`config.mk`:
```
export PLATFORM = sky130hd
export DESIGN_NAME = pulse_wave_gen
export DESIGN_NICKNAME = d
export VERILOG_FILES = /design/src/rtl/pulse_wave_gen.sv
export SDC_FILE = /design/constraint.sdc
export NUM_CORES = 1
export LEC_CHECK = 0
export CAP_MARGIN = 20
export CORE_UTILIZATION = 35
export CTS_CLUSTER_DIAMETER = 200
export DETAILED_ROUTE_END_ITERATION = 6
export SYNTH_ARGS = -nofsm -noshare
export SYNTH_HDL_FRONTEND = slang
export SYNTH_SLANG_ARGS = --single-unit
export TNS_END_PERCENT = 50
```
`constraint.sdc`:
```
create_clock -name clk -period 10 [get_ports clk]
set_input_delay 1.5 -clock clk [delete_from_list [all_inputs] [get_ports clk]]
set_output_delay 1.5 -clock clk [all_outputs]
set_load 0.02 [all_outputs]
```
`src/rtl/pulse_wave_gen.sv`:
```
// Gated pulse-wave oscillator: duty-compared phase accumulator, volume-scaled signed samples.
// Latency 2 clocks from sample_tick to data_out/data_valid; no backpressure, a tick every cycle is accepted.
module pulse_wave_gen #(
    parameter int DATA_W = 16,
    parameter int ACC_W  = 24,
    parameter int DUTY_W = 8,
    parameter int VOL_W  = 8
) (
    input  logic                     clk,
    input  logic                     reset,
    input  logic                     sample_tick,
    input  logic                     gate,
    input  logic [ACC_W-1:0]         phase_inc,
    input  logic [DUTY_W-1:0]        duty,
    input  logic [VOL_W-1:0]         volume,
    output logic signed [DATA_W-1:0] data_out,
    output logic                     data_valid,
    output logic                     cycle_wrap
);

    localparam logic [1:0] IDLE    = 2'd0;
    localparam logic [1:0] RUN     = 2'd1;
    localparam logic [1:0] RELEASE = 2'd2;

    localparam logic signed [DATA_W-1:0] LVL_HI = {1'b0, {(DATA_W-1){1'b1}}};
    localparam logic signed [DATA_W-1:0] LVL_LO = {1'b1, {(DATA_W-2){1'b0}}, 1'b1};

    logic [1:0]               state, state_nxt;
    logic [ACC_W-1:0]         acc, acc_nxt;
    logic [DUTY_W-1:0]        duty_q, duty_nxt;
    logic [ACC_W:0]           acc_sum;
    logic                     carry;
    logic [DUTY_W-1:0]        hi;
    logic signed [DATA_W-1:0] level_nxt;
    logic                     wrap_nxt;

    logic signed [DATA_W-1:0] level_q;
    logic [VOL_W-1:0]         vol_q;
    logic                     vld_q;

    logic signed [DATA_W+VOL_W-1:0] level_ext, vol_ext, prod;

    assign acc_sum = {1'b0, acc} + {1'b0, phase_inc};
    assign carry   = acc_sum[ACC_W];
    assign hi      = acc[ACC_W-1 -: DUTY_W];

    always_comb begin
        state_nxt = state;
        acc_nxt   = acc;
        duty_nxt  = duty_q;
        level_nxt = '0;
        wrap_nxt  = 1'b0;
        case (state)
            IDLE: begin
                // The note-on tick itself emits the phase-0 sample against the fresh duty.
                if (gate) begin
                    state_nxt = RUN;
                    acc_nxt   = phase_inc;
                    duty_nxt  = duty;
                    level_nxt = (duty != '0) ? LVL_HI : LVL_LO;
                end
            end
            RUN, RELEASE: begin
                level_nxt = (hi < duty_q) ? LVL_HI : LVL_LO;
                acc_nxt   = acc_sum[ACC_W-1:0];
                if (carry) begin
                    wrap_nxt = 1'b1;
                    duty_nxt = duty;
                end
                // A wrap ends the note when released; otherwise gate picks RUN or RELEASE.
                if (carry && (state == RELEASE || !gate)) begin
                    state_nxt = IDLE;
                    acc_nxt   = '0;
                end else begin
                    state_nxt = gate ? RUN : RELEASE;
                end
            end
            default: begin
                state_nxt = IDLE;
                acc_nxt   = '0;
            end
        endcase
    end

    always_ff @(posedge clk) begin
        if (reset) begin
            state      <= IDLE;
            acc        <= '0;
            duty_q     <= '0;
            level_q    <= '0;
            vol_q      <= '0;
            vld_q      <= 1'b0;
            cycle_wrap <= 1'b0;
        end else begin
            vld_q      <= sample_tick;
            cycle_wrap <= sample_tick & wrap_nxt;
            if (sample_tick) begin
                state   <= state_nxt;
                acc     <= acc_nxt;
                duty_q  <= duty_nxt;
                level_q <= level_nxt;
                vol_q   <= volume;
            end
        end
    end

    // |level| * volume < 2^(DATA_W+VOL_W-1), so the product never overflows this width.
    assign level_ext = {{VOL_W{level_q[DATA_W-1]}}, level_q};
    assign vol_ext   = {{DATA_W{1'b0}}, vol_q};
    assign prod      = level_ext * vol_ext;

    always_ff @(posedge clk) begin
        if (reset) begin
            data_out   <= '0;
            data_valid <= 1'b0;
        end else begin
            data_valid <= vld_q;
            if (vld_q) begin
                data_out <= DATA_W'(prod >>> VOL_W);
            end
        end
    end

endmodule

```
==> reports/results.tsv, run 1 <==
metric	value	unit
outcome	finished clean	
CTS H-tree lvls	3	
synthesized cell area	6230	µm²
Rows	48	
crit path time final	5140	ps
DRT iter0 DRCs	233	
Setup Total Neg Slack	0	ps
WP data arrival	5330	ps
DR pass1 iterations	5	
fillers	1732	
crit path kind	reg2reg	
Post-Syn Nets	893	
CTS Buffer Depth	2	
Hold-fix buffers, CTS	0	
Global Route Usage Sum	0.171	
pin count of the biggest net entering global routing	55	
Syn-to-layout area delta	17.3	%
Synth Register Bits	64	
Pleak	3.41	nW
Clk Tree Root Cell	clkbuf_16	
Required @ worst endpoint	10190	ps
max_cap viols	0	
post-synthesis cell count	736	
max_slew headroom	0.395	
chip width	135	µm
Final Hold Fails	0	
maximum vdd ir drop	0.0892	mV
Clock Sinks	64	
worst-path fanout max	6	
RSZ-0062 raised after global routing	no	
global-route wire length before repair	24.7	mm
Power Total	0.900	mW
share of layout cells above drive strength 1	0.0393	
Final Cycle Share	0.514	
worst setup margin	4860	ps
post-DR wirelength/cell	14.7	µm
post-CTS resize count	0	
hpwl dp	11.5	mm
Port Buffer Count	61	
Core Area	17400	µm²
sequential share of the synthesized area	0.205	
Worst Tran Pin Value	906	ps
total CTS buffers	9	
Power Dens Cells	123	nW/µm²
worst min path class	reg2reg	
CP Capture Type	flip-flop	
Die Ht	135	µm
Top FF cell, synth	dfxtp_1	
clock-pin slew on the worst setup and hold paths	60	ps
grt ovf	0	
Place WS	4920	ps
Detailed Route WL	14.9	mm
Initial Util	0.359	
setup bufs post-CTS	0	
Clock Skew	7.85	ps
startpoint class of the critical path	flip-flop	
Setup-failing EPs final	0	
ANT nets after route	0	
# IOs	62	
die area	18400	µm²
CTS tree	built	
initial antenna violation count	0	
Synth async-reset ratio	0	
vias in the first global route	5018	
residual DRC count	0	
f_max	0.195	GHz
vias per cell	5.14	
Synth Warn #	0	
clock latency on the worst-skew pair	340	ps
Post-Layout Cell Count	1014	
Inst Count DP	998	
Final GP Congestion	0.818	
EDFF count, synth	0	
routed vias	5212	
Final Max Tran Viols	0	
syn_area_per_cell	8.47	µm²
Antenna Cells	0	
nets@finish	941	
count of cell types in the netlist	66	
[registers in the layout (all words and copies together), names as in the netlist]
name	count
data_valid	1
duty_q	8
vol_q	8
state	2
level_q	3
acc	24
vld_q	1
data_out	16
cycle_wrap	1
[synthesized netlist by cell type (6+ instances only)]
cell type | count | share of area
a21o_1 | 19 | 0.023
and2_1 | 14 | 0.014
a211oi_1 | 7 | 0.0084
a222oi_1 | 7 | 0.011
xnor2_1 | 32 | 0.045
nand2_1 | 52 | 0.031
o21a_1 | 8 | 0.0096
a21oi_1 | 51 | 0.041
mux2i_1 | 21 | 0.034
nand4_1 | 6 | 0.0060
ha_1 | 79 | 0.16
clkbuf_1 | 16 | 0.0096
fa_1 | 34 | 0.11
nor2_1 | 67 | 0.040
dfxtp_1 | 64 | 0.21
o21ai_0 | 24 | 0.019
a221oi_1 | 10 | 0.014
nand3_1 | 15 | 0.012
nor3_1 | 11 | 0.0088
nor4_1 | 6 | 0.0060
xor2_1 | 25 | 0.035
a31oi_1 | 9 | 0.0090
inv_1 | 78 | 0.047
o21ai_1 | 6 | 0.0048
[critical path, stage by stage (launching register included)]
cell and delay (ps):
dfxtp_1 360, xor2_1 180, and2_1 190, xnor2_1 440
inv_1 120, ha_1 310, xnor2_1 250, inv_1 100
fa_1 530, inv_1 60, fa_1 420, ha_1 360
nand3_1 110, nor4_1 230, nor2_1 120, a211oi_1 470
o311ai_1 220, a21boi_1 320, nand3b_1 150, a21oi_1 70
[routing by layer]
layer	up-vias	track usage	part of all wire
li1	2661	-	-
met1	2446	0.237	0.50
met2	89	0.270	0.45
met3	16	0.0232	0.032
met4	0	0.0637	0.018
met5	-	0	0
[stage by stage]
| step | hold WS, ps | utilization | area (µm²) |
|---|---|---|---|
| 6_report | 452 | 0.421 | 7310 |
| 4_1_cts | 458 | 0.421 | 7310 |
| 3_5_place_dp | 445 | 0.403 | 6990 |
| 3_3_place_gp | 439 | 0.403 | 6990 |
| 5_1_grt | 481 | 0.421 | 7310 |
| 2_1_floorplan | 443 | - | 6230 |
[cells in the final DEF (no fill, tap or decap), types with 14 or more instances in the layout]
cell type,netlist,layout
a21o_1,19,19
a21oi_1,51,51
and2_1,14,14
clkdlybuf4s50_1,0,60
dfxtp_1,64,64
fa_1,34,34
ha_1,79,79
inv_1,78,78
mux2i_1,21,21
nand2_1,52,52
nand3_1,15,15
nor2_1,67,67
o21ai_0,24,23
xnor2_1,32,32
xor2_1,25,25
[cells by family (layout without fill, tap and decap cells)]
family	Yosys count	count (layout)	share of synthesized area
muxes	21	21	0.0337
buffers and inverters	107	160	0.0738
and+or+nand+nor	195	195	0.145
adders and majority gates	114	114	0.269
AOI/OAI and AO/OA	178	178	0.192
xor gates and xnor gates	57	57	0.0801
DFF	64	64	0.205
[final timing paths]
check,startpoint,end,slack (ps),cells after the start
setup / recovery,vol_q[1],data_out[13],4860,19
hold / removal,data_out[6],data_out[6],450,1
setup reg to reg,vol_q[1],data_out[13],4860,19
hold reg to reg,data_out[6],data_out[6],450,1
[power breakdown]
part	switching [mW]	leakage (nW)	internal, mW
clock network	0.120	0.160	0.225
registers	0.0164	0.524	0.273
logic	0.147	2.72	0.118
[cell type report]
class	instances	area, µm²	share of cell area
sequential	64	1280	0.175
clock buffer	11	243	0.0332
clock inverter	5	78.8	0.0108
inverter	79	297	0.0405
tap	225	282	0.0385
multi-input combinational	565	4500	0.615
timing repair buffer	65	636	0.0869
Power figures use the tool's default switching activity.
==> run 2: changes to the inputs <==
- clock period: 10 -> 4.2 ns (I/O delays scaled with it)
==> run 2 against run 1 <==
Against the previous run: the run now ends with negative setup slack left; core utilization increased by 4.5 points; maximum frequency rose by 21%; largest cell class unchanged; sequential power up 130%; non-clock buffer count up 65; largest power group unchanged; clock power grew 130%; register-to-register slack worse by 4900 ps; flip-flop and latch count did not move; cell area grew 11%; via count grew 5.3%; global-route usage is 1.0 points higher; highest routed layer unchanged; sequential share of layout area fell by 1.6 points; clock skew decreased by 0.52 ps; critical path type unchanged.
==> reports/results.tsv, run 2 (synthesized netlist as in run 1, its figures left out) <==
metric	value	unit	change
outcome	finished with violations		
failing checks	negative setup slack		
met3 usage	0.0228		-0.000374
DRT iter0 DRCs	253		+8.6%
Post-DP Area	7540	µm²	+7.8%
die area	18400	µm²	unchanged
vias per cell	5.09		-1.1%
global-route wire length before repair	26.0	mm	+5.4%
Reg with most FFs	acc		
CP max stage cell	fa_1		
Rows	48		unchanged
Seq. cell area	1290	µm²	+0.49%
Power Total	2.23	mW	+150%
worst path cell trace	xor2_1 > and2_4 > ha_4 > nor2_4 > fa_1 > inv_2 > fa_1 > fa_1 > ha_4 > nand3_4 > nor4_4 > nor2_2 > a211oi_4 > buf_4 > o31a_1 > nor3_1 > a21oi_1 > nor2_1		
Place WS	-252	ps	-5170 ps
post-DR wirelength/cell	14.6	µm	-0.72%
CP Capture Type	flip-flop		
Required @ worst endpoint	4420	ps	-5770 ps
Pleak	3.76	nW	+10%
hpwl dp	12.2	mm	+6.3%
Largest stage delay, worst path	570	ps	+40 ps
Design Area, Final	8100	µm²	+11%
Syn-to-layout area delta	29.9	%	
Final GP Congestion	0.855		+4.5%
Finished Core Util	0.467		+0.0453
HP Start	data_out[6]		
Power Dens Cells	276	nW/µm²	+120%
Final Hold Fails	0		unchanged
Final Max Tran Viols	0		unchanged
worst-path fanout max	4		-2
Largest register FFs	24		unchanged
worst setup margin	-49.8	ps	-4910 ps
final worst hold slack	452	ps	+0.106 ps
GR Layer Usage met1	0.247		+0.0103
Setup Total Neg Slack	-151	ps	-151 ps
Port Buffer Count	61		unchanged
Largest regs	acc: 24 flops, data_out: 16 flops		
Multi-input gate area	4790	µm²	+6.6%
CTS tree	built		
max_cap viols	0		unchanged
crit path kind	reg2reg		
clock-pin slew on the worst setup and hold paths	60	ps	about the same
Setup-failing EPs final	4		+4
Die Ht	135	µm	unchanged
initial antenna violation count	0		unchanged
max_slew headroom	0.390		-0.00419
share of layout cells above drive strength 1	0.165		+0.126
total CTS buffers	9		unchanged
worst r2r src	vol_q[1]		
WP data arrival	4470	ps	-860 ps
most common cell after layout, fill and taps aside	inv_1		
Final Cycle Share	1.01		+0.498
Clk Tree Root Cell	clkbuf_16		
most frequent cells in the layout	inv_1 (73), ha_1 (69), buf_4 (68)		
Hold-fix buffers, CTS	0		unchanged
ANT nets after route	0		unchanged
Antenna Cells	0		unchanged
crit path time final	4250	ps	-888 ps
CTS Buffer Depth	2		unchanged
nets@finish	1006		+6.9%
Crit. Startpoint	vol_q[1]		
routed vias	5487		+5.3%
worst min path class	reg2reg		
Initial Util	0.359		unchanged
DR pass1 iterations	5		unchanged
Inst Count DP	1060		+6.2%
GRT Max-Usage Layer	met2		
CTS H-tree lvls	3		unchanged
clock latency on the worst-skew pair	340	ps	about the same
Post-Layout Cell Count	1079		+6.4%
grt ovf	0		unchanged
RSZ-0062 raised after global routing	yes		
cell mode on critical path	fa_1		
maximum vdd ir drop	0.231	mV	+160%
Clock Sinks	64		unchanged
vias in the first global route	5354		+6.7%
f_max	0.235	GHz	+21%
pin count of the biggest net entering global routing	37		-33%
residual DRC count	0		unchanged
# IOs	62		unchanged
chip width	135	µm	unchanged
Global Route Usage Sum	0.181		+0.0100
Worst Tran Pin Value	914	ps	+7.94 ps
met2 Track Usage GR	0.296		+0.0268
Detailed Route WL	15.7	mm	+5.6%
startpoint class of the critical path	flip-flop		
fillers	1687		-2.6%
Clock Skew	7.33	ps	-0.521 ps
Core Area	17400	µm²	unchanged
-- run 2: area by class of cell --
type                       count  share of cell area
timing repair buffer         130               0.139
clock inverter                 6              0.0104
sequential                    64               0.159
clock buffer                  10              0.0283
tap                          225              0.0348
multi-input combinational    565               0.592
inverter                      79              0.0366
-- run 2: report_power, final --
part           internal [mW]  switching (mW)
logic                  0.359           0.393
clock network          0.517           0.287
registers              0.650          0.0292
-- run 2: timing repair --
item / CTS / global route
pin swaps: 13 / 16
setup buffers: 1 / 2
setup endpoints to repair: 11 / 13
resized for setup: 17 / 26
-- run 2: layer usage --
metal	share of wire	up-vias
met3	0.029	16
met1	0.50	2598
li1	-	2802
met4	0.013	0
met5	0	-
met2	0.46	71
-- run 2: path summary, 6_finish.rpt --
path / to / depth (start not counted) / slack [ps]
setup / recovery: data_out[11] / 18 / -50
hold / removal: data_out[6] / 1 / 450
setup reg to reg: data_out[11] / 18 / -50
hold reg to reg: data_out[6] / 1 / 450
-- run 2: critical path, delay by kind of cell (launching register included) --
kind / cells / cell delay, ps
adders and majority gates: 5 / 2050
and+or+nand+nor: 7 / 680
AOI/OAI and AO/OA: 3 / 660
DFF: 1 / 330
buffers and inverters: 2 / 220
xor gates and xnor gates: 1 / 170
==> run 3: changes to the inputs <==
- CORE_ASPECT_RATIO: default -> 1.2
- clock period: 4.2 -> 4.75 ns (I/O delays scaled with it)
==> run 3 against run 2 <==
Against the previous run: the run now ends clean; cell area shrank 6.8%; final cell count shrank 4.4%; sequential power shrank 11%; critical endpoint is now data_out[15]; largest cell class unchanged.
==> reports/results.tsv, run 3 (synthesized netlist as in run 1, its figures left out) <==
metric	value	unit	change
grt ovf	0		unchanged
max_slew headroom	0.374		-0.0166
Clk Tree Root Cell	clkbuf_16		
Power Dens Cells	250	nW/µm²	-9.4%
crit path kind	reg2reg		
Antenna Cells	0		unchanged
CP Capture Type	flip-flop		
Final Hold Fails	0		unchanged
WP data arrival	4830	ps	+360 ps
chip width	124	µm	-8.6%
Hold-fix buffers, CTS	0		unchanged
hpwl dp	12.2	mm	-0.19%
Multi-input gate area	4590	µm²	-4.2%
ANT nets after route	0		unchanged
worst min path class	reg2reg		
Largest register FFs	24		unchanged
die area	18400	µm²	about the same
Pleak	3.53	nW	-6.0%
Required @ worst endpoint	5040	ps	+620 ps
max_cap viols	0		unchanged
residual DRC count	0		unchanged
DRT iter0 DRCs	261		+3.2%
fillers	1789		+6.0%
worst-path fanout max	5		+1
Final Max Tran Viols	0		unchanged
total CTS buffers	9		unchanged
Die Ht	148	µm	+9.4%
CTS H-tree lvls	3		unchanged
Initial Util	0.356		-0.00308
crit path time final	4540	ps	+289 ps
Detailed Route WL	15.5	mm	-1.2%
Syn-to-layout area delta	21.1	%	
DR pass1 iterations	5		unchanged
clock-pin slew on the worst setup and hold paths	60	ps	about the same
Rows	53		+10%
Largest regs	acc: 24 flops, data_out: 16 flops		
post-DR wirelength/cell	15.1	µm	+3.4%
pin count of the biggest net entering global routing	34		-8.1%
Worst Tran Pin Value	939	ps	+24.9 ps
f_max	0.220	GHz	-6.4%
final worst hold slack	453	ps	+0.434 ps
startpoint class of the critical path	flip-flop		
# IOs	62		unchanged
routed vias	5380		-2.0%
most frequent cells in the layout	inv_1 (78), ha_1 (78), nor2_1 (66)		
share of layout cells above drive strength 1	0.0838		-0.0813
Reg with most FFs	acc		
Clock Skew	11.9	ps	+4.62 ps
vias in the first global route	5575		+4.1%
Final Cycle Share	0.956		-0.0562
initial antenna violation count	0		unchanged
Post-DP Area	7160	µm²	-5.0%
Design Area, Final	7550	µm²	-6.8%
Core Area	17500	µm²	+0.87%
Clock Sinks	64		unchanged
Seq. cell area	1280	µm²	-0.19%
maximum vdd ir drop	0.149	mV	-35%
Final GP Congestion	0.935		+9.4%
reg2reg setup slack	210	ps	+260 ps
global-route wire length before repair	26.2	mm	+0.95%
vias per cell	5.22		+2.6%
outcome	finished clean		
Global Route Usage Sum	0.184		+0.00269
CTS tree	built		
Port Buffer Count	61		unchanged
Power Total	1.89	mW	-16%
Setup Total Neg Slack	0	ps	+151 ps
nets@finish	963		-4.3%
clock latency on the worst-skew pair	340	ps	about the same
Setup-failing EPs final	0		-4
CTS Buffer Depth	2		unchanged
run 3: stage by stage:
stage,utilization,worst slack [ps],cells
global route,0.431,-1.91,1031
floorplan,-,168,736
detailed placement,0.409,-24.4,1015
finish,0.431,211,1031
global placement,0.409,48.4,1015
CTS,0.427,23.7,1031
run 3: worst paths after layout:
path | start | cells after the start | endpoint
min | data_out[6] | 1 | data_out[6]
min reg2reg | data_out[6] | 1 | data_out[6]
max | vol_q[2] | 19 | data_out[15]
max reg2reg | vol_q[2] | 19 | data_out[15]
run 3: routing by layer:
| metal | up-vias | routed length [µm] | track usage |
|---|---|---|---|
| met1 | 2558 | 7040 | 0.225 |
| met4 | 0 | 310 | 0.0645 |
| met5 | - | 0 | 0 |
| met2 | 90 | 7750 | 0.324 |
| met3 | 17 | 433 | 0.0249 |
| li1 | 2715 | - | - |
run 3: layout make-up:
cell class / count / area share
clock buffer: 13 / 0.0345
inverter: 79 / 0.0393
tap: 220 / 0.0364
timing repair buffer: 87 / 0.106
multi-input combinational: 565 / 0.608
sequential: 64 / 0.170
clock inverter: 3 / 0.00530
run 3: power breakdown:
group	internal (mW)	switching [mW]
logic	0.271	0.323
clock network	0.434	0.256
registers	0.574	0.0293
run 3: repair_timing:
item / CTS / global route
cloned: 0 / 0
pin swaps: 0 / 5
setup endpoints to repair: 1 / 10
gates resized for setup: 2 / 16
buffers inserted: 0 / 0
run 3: critical path: stages (launching register included):
cell and delay [ps]:
dfxtp_1 330, xor2_2 180, and2_4 180, xnor2_4 150, buf_4 150, fa_2 580, inv_1 60, fa_1 480
buf_4 160, xor2_1 150, ha_1 300, ha_1 340, o21a_1 180, nor2_1 150, a211oi_2 70, buf_4 170
o311ai_4 290, a21boi_2 130, or3_1 360, nand3_1 80
